==> src/rtl/prbs_gen_multi.sv <==
// Run-time selectable PRBS7/15/23/31 word generator with valid/ready output,
// seed/mode load and accepted-word counter. Optional macro PRBS_ERR_INJECT_EN.
module prbs_gen_multi #(
  parameter int unsigned WIDTH        = 24,
  parameter int unsigned DEFAULT_MODE = 0,
  parameter int unsigned CNT_W        = 16
) (
  input  logic             clk,
  input  logic             rst_n,
  input  logic             en,
  input  logic             load,
  input  logic [1:0]       mode,
  input  logic [30:0]      seed,
  input  logic             err_inject,
  output logic [WIDTH-1:0] out_data,
  output logic             out_valid,
  input  logic             out_ready,
  output logic [1:0]       mode_q,
  output logic [CNT_W-1:0] word_cnt
);

  function automatic logic [30:0] mode_mask(input logic [1:0] m);
    case (m)
      2'd0:    return 31'h0000_007F;
      2'd1:    return 31'h0000_7FFF;
      2'd2:    return 31'h007F_FFFF;
      default: return 31'h7FFF_FFFF;
    endcase
  endfunction

  function automatic logic lfsr_tap(input logic [30:0] s, input logic [1:0] m);
    case (m)
      2'd0:    return s[6]  ^ s[5];
      2'd1:    return s[14] ^ s[13];
      2'd2:    return s[22] ^ s[17];
      default: return s[30] ^ s[27];
    endcase
  endfunction

  logic [30:0]      lfsr_q, lfsr_d;
  logic [1:0]       mode_sel_q, mode_sel_d;
  logic [WIDTH-1:0] data_q, data_d;
  logic             valid_q, valid_d;
  logic [CNT_W-1:0] cnt_q, cnt_d;

  logic [30:0]      lfsr_walk;
  logic [WIDTH-1:0] word;
  logic [WIDTH-1:0] word_inj;
  logic [30:0]      seed_masked;
  logic [30:0]      lfsr_load;
  logic             advance;
  logic             accept;

  // Unroll WIDTH Fibonacci steps; the first bit generated lands in the MSB.
  always_comb begin
    logic fb;
    fb        = 1'b0;
    lfsr_walk = lfsr_q;
    word      = '0;
    for (int k = 0; k < WIDTH; k++) begin
      fb                 = lfsr_tap(lfsr_walk, mode_sel_q);
      word[WIDTH-1-k]    = fb;
      lfsr_walk          = {lfsr_walk[29:0], fb} & mode_mask(mode_sel_q);
    end
  end

`ifdef PRBS_ERR_INJECT_EN
  // Only the emitted word is corrupted; lfsr_walk is untouched.
  always_comb begin
    word_inj    = word;
    word_inj[0] = word[0] ^ err_inject;
  end
`else
  logic unused_err_inject;
  assign unused_err_inject = err_inject;
  assign word_inj          = word;
`endif

  // An all-zero seed would lock the LFSR, so it is replaced by 1.
  assign seed_masked = seed & mode_mask(mode);
  assign lfsr_load   = (seed_masked == '0) ? 31'd1 : seed_masked;

  assign accept  = valid_q & out_ready;
  assign advance = en & (~valid_q | out_ready);

  always_comb begin
    lfsr_d     = lfsr_q;
    mode_sel_d = mode_sel_q;
    data_d     = data_q;
    valid_d    = valid_q;
    cnt_d      = cnt_q;
    if (load) begin
      lfsr_d     = lfsr_load;
      mode_sel_d = mode;
      valid_d    = 1'b0;
      cnt_d      = '0;
    end else begin
      if (accept) begin
        cnt_d = cnt_q + CNT_W'(1);
      end
      if (advance) begin
        lfsr_d  = lfsr_walk;
        data_d  = word_inj;
        valid_d = 1'b1;
      end else if (accept) begin
        valid_d = 1'b0;
      end
    end
  end

  always_ff @(posedge clk or negedge rst_n) begin
    if (!rst_n) begin
      lfsr_q     <= 31'd1;
      mode_sel_q <= 2'(DEFAULT_MODE);
      data_q     <= '0;
      valid_q    <= 1'b0;
      cnt_q      <= '0;
    end else begin
      lfsr_q     <= lfsr_d;
      mode_sel_q <= mode_sel_d;
      data_q     <= data_d;
      valid_q    <= valid_d;
      cnt_q      <= cnt_d;
    end
  end

  assign out_data  = data_q;
  assign out_valid = valid_q;
  assign mode_q    = mode_sel_q;
  assign word_cnt  = cnt_q;

endmodule
==> config.mk <==
export PLATFORM = sky130hd
export DESIGN_NAME = prbs_gen_multi
export DESIGN_NICKNAME = d
export VERILOG_FILES = /design/src/rtl/prbs_gen_multi.sv
export SDC_FILE = /design/constraint.sdc
export NUM_CORES = 1
export LEC_CHECK = 0
export CELL_PAD_IN_SITES_DETAIL_PLACEMENT = 1
export CELL_PAD_IN_SITES_GLOBAL_PLACEMENT = 1
export CORE_ASPECT_RATIO = 1.75
export CORE_MARGIN = 3
export CORE_UTILIZATION = 23
export DETAILED_ROUTE_END_ITERATION = 8
export GPL_ROUTABILITY_DRIVEN = 0
export PLACE_DENSITY_LB_ADDON = 0.08
export SYNTH_ARGS = -nofsm -noshare
export SYNTH_HDL_FRONTEND = slang
export SYNTH_SLANG_ARGS = --single-unit
==> constraint.sdc <==
create_clock -name clk -period 3 [get_ports clk]
set_input_delay 0.3 -clock clk [delete_from_list [all_inputs] [get_ports clk]]
set_output_delay 0.3 -clock clk [all_outputs]
set_load 0.02 [all_outputs]
### Word level (Yosys, flattened, before mapping)

Cells that the tools add are included.

* bits in registers: 74
* output and inout bits: 43

* add/subtract/negate cells: 1
* equality and inequality tests: 4
* muxes and demuxes: 34
* bitwise gates (word level): 126
* reductions and logical operators: 7

Operators with widths (count)
* $and 31x31->31: 25
* $pmux 31 s3: 2
* $xor 1x1->1: 96
* $mux 31: 3
* $pmux 1 s3: 24
* $mux 16: 2
* $logic_not 31->1: 1
* $add 16x1->16 const B: 1
* $eq 2x1->1 const B: 2
* $eq 2x2->1 const B: 2
* $logic_not 2->1: 2
* $reduce_bool 2->1: 2
* $mux 1: 3
* $reduce_bool 3->1: 1
* $and 1x1->1: 2
* $not 1->1: 2
* $reduce_and 2->1: 1
* $or 1x1->1: 1

### Depth between registers and ports, before layout

* depth after elaboration: 74
* depth in mapped cells: 9
* depth with buffers taken out: 7

### Least setup slack after synthesis

Ideal clock, no wire load.

* kind: reg2reg
* start: register mode_sel_q[0] (netlist: mode_q[0])
* end: register lfsr_q[3]
* setup time: 126 ps
* arrival time: 2047 ps
* required time: 2874 ps
* slack: 827 ps
* cell stages (with the launch flop): 10
* period minus slack after synthesis: 2173 ps
* cell sequence: dfrtp_1 > buf_6 > inv_2 > clkbuf_1 > nand2_1 > a32oi_1 > mux2i_1 > xnor2_1 > o22ai_1 > a221o_1

* cells in the longest elaborated chain, start to end: 36

RTL lines
* from (decl): RTL line 41 `logic [1:0] mode_sel_q, mode_sel_d;`
* from (signal assigned): RTL line 114 `mode_sel_q <= 2'(DEFAULT_MODE);`
* from (signal assigned): RTL line 120 `mode_sel_q <= mode_sel_d;`
* $eq 2x2->1 (tied with other cells): RTL line 23, 32
* $pmux 31 s3: RTL line 23 `case (m)`
* $and 31x31->31: RTL line 63 `lfsr_walk = {lfsr_walk[29:0], fb} & mode_mask(mode_sel_q);`
* $xor 1x1->1 (tied with other cells): RTL line 36 `default: return s[30] ^ s[27];`
* $pmux 1 s3 (tied with other cells): RTL line 32 `case (m)`
* $and 31x31->31 or $pmux 1 s3 (tied branches): RTL line 63, 32
* $and 31x31->31 (5 in a row): RTL line 63
* $xor 1x1->1 or $and 31x31->31 (tied branches): RTL line 33, 63
* (+8 left out)
* $pmux 1 s3 or $xor 1x1->1 (tied branches): RTL line 32, 33
* $and 31x31->31 or $pmux 1 s3 (tied branches): RTL line 63, 32
* $and 31x31->31 (6 in a row): RTL line 63
* $xor 1x1->1: RTL line 33 `2'd0: return s[6] ^ s[5];`
* $pmux 1 s3 *: RTL line 32
* $and 31x31->31 * (4 in a row): RTL line 63
* $mux 31 *: RTL line 101 `if (advance) begin`
* $mux 31 *: RTL line 92 `if (load) begin`
* to (signal assigned): RTL line 119 `lfsr_q <= lfsr_d;`
* to (decl): RTL line 40 `logic [30:0] lfsr_q, lfsr_d;`

Mark *: on every way between the ends. The rest lies on a longest branch, timed or not. The select of a mux whose other input is x is not followed.
A chain may end at the register's enable or synchronous reset.

### Worst setup path in the final report

* start: register lfsr_q[3]
* end: register lfsr_q[6]

* cells in the longest elaborated chain, start to end: 32

RTL lines (RTL line)
* $and 31x31->31 * (3 in a row): 63
* $xor 1x1->1: 33
* $pmux 1 s3: 32
* $and 31x31->31 * (7 in a row): 63
* $xor 1x1->1: 33
* $pmux 1 s3: 32
* $and 31x31->31 * (7 in a row): 63
* $xor 1x1->1: 33
* $pmux 1 s3 *: 32
* $and 31x31->31 * (7 in a row): 63
* $mux 31 *: 101
* $mux 31 *: 92

Marks and branches as above.

==> run metrics <==
WP data required=3.24 ns; Worst IR Drop VDD=between 200 and 300 uV; largest cells by area after synthesis=dfrtp_1 (37%), xor2_1 (9.4%), xnor2_1 (7.3%); Setup TNS Final=0 ns; flops & latches, synth=74; Resized Gates After CTS=0; status=finished clean; CP Max Fanout=7; Avg Cell Area, Syn=9.35 um^2; DRT antenna net count=0; Final setup viols=0; GR Overflow Total=0; Vias/cell=5.05; Core Region=21000 um^2; Horiz. Die Dim=117 um; PD cells=703 nW/um^2; CP startpoint kind=register; Synth area leader=dfrtp_1; Clock H-tree levels=3; CTS max path bufs=2; post-synth net total=568; Post-Syn Area=roughly 4900 um^2; Max Cap Viol=0; relative slew slack=0.310; final hold slack=0.127 ns; first-pass GRT wire length=30.9 mm; Placed Area=6050 um^2; leakage=2.74 nW; Clock Latency Late Sink=0.35 ns; fin nets=approximately 650; layout cells sized above 1=0.123; number of flops mapped to enable cells by yosys=0; Hold Path Class=in2async; clock skew=0.00633 ns; yosys synthesis warning count=0; postcts setup bufs=0; final hold viol count=0; clock-pin slew on the worst setup and hold paths=about 0.060 ns; boundary pin count=82; Starting DRT DRC Count=241; vias in the first global route=approximately 4900; Least-Margin Pin Slew=1.03 ns; Distinct cells, synth=67; post-synthesis sequential area ratio=0.376; diode count=0; post-route minimum period=2.61 ns; TritonRoute pass-1 iters=5; Clock Sink Count=74; Root Driver=clkbuf_16; initial cell density of the core=0.235; DIE HEIGHT=200 um; dpl hpwl=15.7 mm; largest net degree at the start of global routing=75; RSZ-0062 raised after global routing=false; via count=4384; CTS tree=yes; ys async rst share=1.00; CP Class=reg2reg; fin. max-slew vios=0; drt wl/cell=23.4 um; overall routed net length=just over 20 mm; input/output buffers=80; Die ar.=23300 um^2; Hold Buf Count CTS=0; initial antenna violation count=0; dominant synthesized flop cell=dfrtp_1; post-synth top area share=0.370; max frequency=0.383 GHz; Rows=70; Post-Synthesis Cells=528; DRC Markers=0; gr usage total=0.182; fin crit share=0.870; total CTS buffers=9; Layout area overhead=28.8%; Worst EP arrival=~2.8 ns; Finished Cell Area=6360 um^2; crit end category=register
## layer usage
layer	wire length, um	share of wire	global-route usage	vias to the layer above
met1	7570	0.37	0.194	2220
met5	0	0	0	-
met3	578	0.028	0.0262	33
met2	11200	0.55	0.339	109
li1	-	-	-	2022
met4	940	0.046	0.0927	0
## Yosys cell counts (all sizes together) (5+ instances only)
cell and count:
nand3 11, buf 20, and2 5, o22ai 10
nand2 54, and3 5, o21a 5, dfrtp 73
a221o 7, a222oi 12, clkbuf 26, xnor2 42
mux2i 8, o211ai 9, a21o 8, nor4 7
xor2 55, o21ai 32, a21oi 21, nor2 41
inv 18, a22oi 11
## worst max-delay path, stage by stage, from the launching register on
cell and delay [ns]:
dfrtp_1 0.52, xnor2_2 0.50, mux2i_1 0.21, or3_1 0.38, and2_1 0.20, o21ai_0 0.16
buf_4 0.16, nor2_1 0.06, a221o_1 0.28
## where the power goes
| part | total (mW) | leakage, nW | switching, mW | internal (mW) |
|---|---|---|---|---|
| registers | 1.40 | 0.950 | 0.234 | 1.17 |
| clock network | 1.14 | 0.145 | 0.456 | 0.689 |
| logic | 1.92 | 1.64 | 1.05 | 0.871 |
## logic make-up (layout without fill, tap and decap cells)
kind of cell / count (synthesis) / after routing / share of synthesized area
simple gates: 144 / 144 / 0.137
compound gates: 139 / 139 / 0.211
xor+xnor: 97 / 97 / 0.179
flops: 74 / 74 / 0.376
buf+inv: 64 / 152 / 0.0743
mux: 9 / 9 / 0.0208
fa+ha+maj: 1 / 1 / 0.00254
## path summary, 6_finish.rpt
kind                                          from                       to  slack, ns  cells after the start
setup / recovery             lfsr_q[3]$_DFFE_PN0P_    lfsr_q[6]$_DFFE_PN0P_       0.39                      8
hold / removal                               rst_n  word_cnt[0]$_DFFE_PN0P_       0.13                      1
setup reg to reg             lfsr_q[3]$_DFFE_PN0P_    lfsr_q[6]$_DFFE_PN0P_       0.39                      8
hold reg to reg            out_data[8]$_DFFE_PN0P_  out_data[8]$_DFFE_PN0P_       0.48                      2
max in group asynchronous                    rst_n    lfsr_q[7]$_DFFE_PN0P_       2.20                      1
min in group clk           out_data[8]$_DFFE_PN0P_  out_data[8]$_DFFE_PN0P_       0.48                      2
## through the flow
step,util,cells,worst slack [ns],power (mW)
5_1_grt,0.302,868,0.200,4.73
3_3_place_gp,0.288,852,0.318,3.34
3_5_place_dp,0.288,852,0.315,3.36
4_1_cts,0.302,868,0.301,4.53
6_report,0.302,868,0.391,4.47
2_1_floorplan,-,528,0.827,2.53
## sequential cells by signal, indices dropped and copies added (netlist names)
register   flops
out_valid      1
lfsr_q        31
out_data      24
mode_q         2
word_cnt      16
## placed cells by master (no fill, tap or decap), drive strengths merged, types with 2 or more instances in the layout
cell	instances
a211o	2
a211oi	4
a21o	8
a21oi	21
a221o	7
a221oi	3
a222oi	12
a22oi	11
a2bb2oi	2
and2	5
and3	5
and4	2
buf	39
clkbuf	12
clkdlybuf4s50	79
clkinvlp	2
dfrtp	73
inv	18
mux2i	8
nand2	54
nand2b	4
nand3	11
nand4	3
nor2	41
nor3	4
nor4	7
o211ai	9
o21a	5
o21ai	32
o21bai	2
o221ai	3
o22ai	10
or2	3
or3	2
xnor2	42
xor2	55
## cell type report
cell class,count,area (um^2)
fillers,2433,14700
multi-input cells,390,2720
flip-flops and latches,74,1850
repair buffers,118,1100
well taps,252,315
clock buffers,12,256
inverters,18,67.6
clock inverters,4,50.0
(Power assumes the default switching activity.)
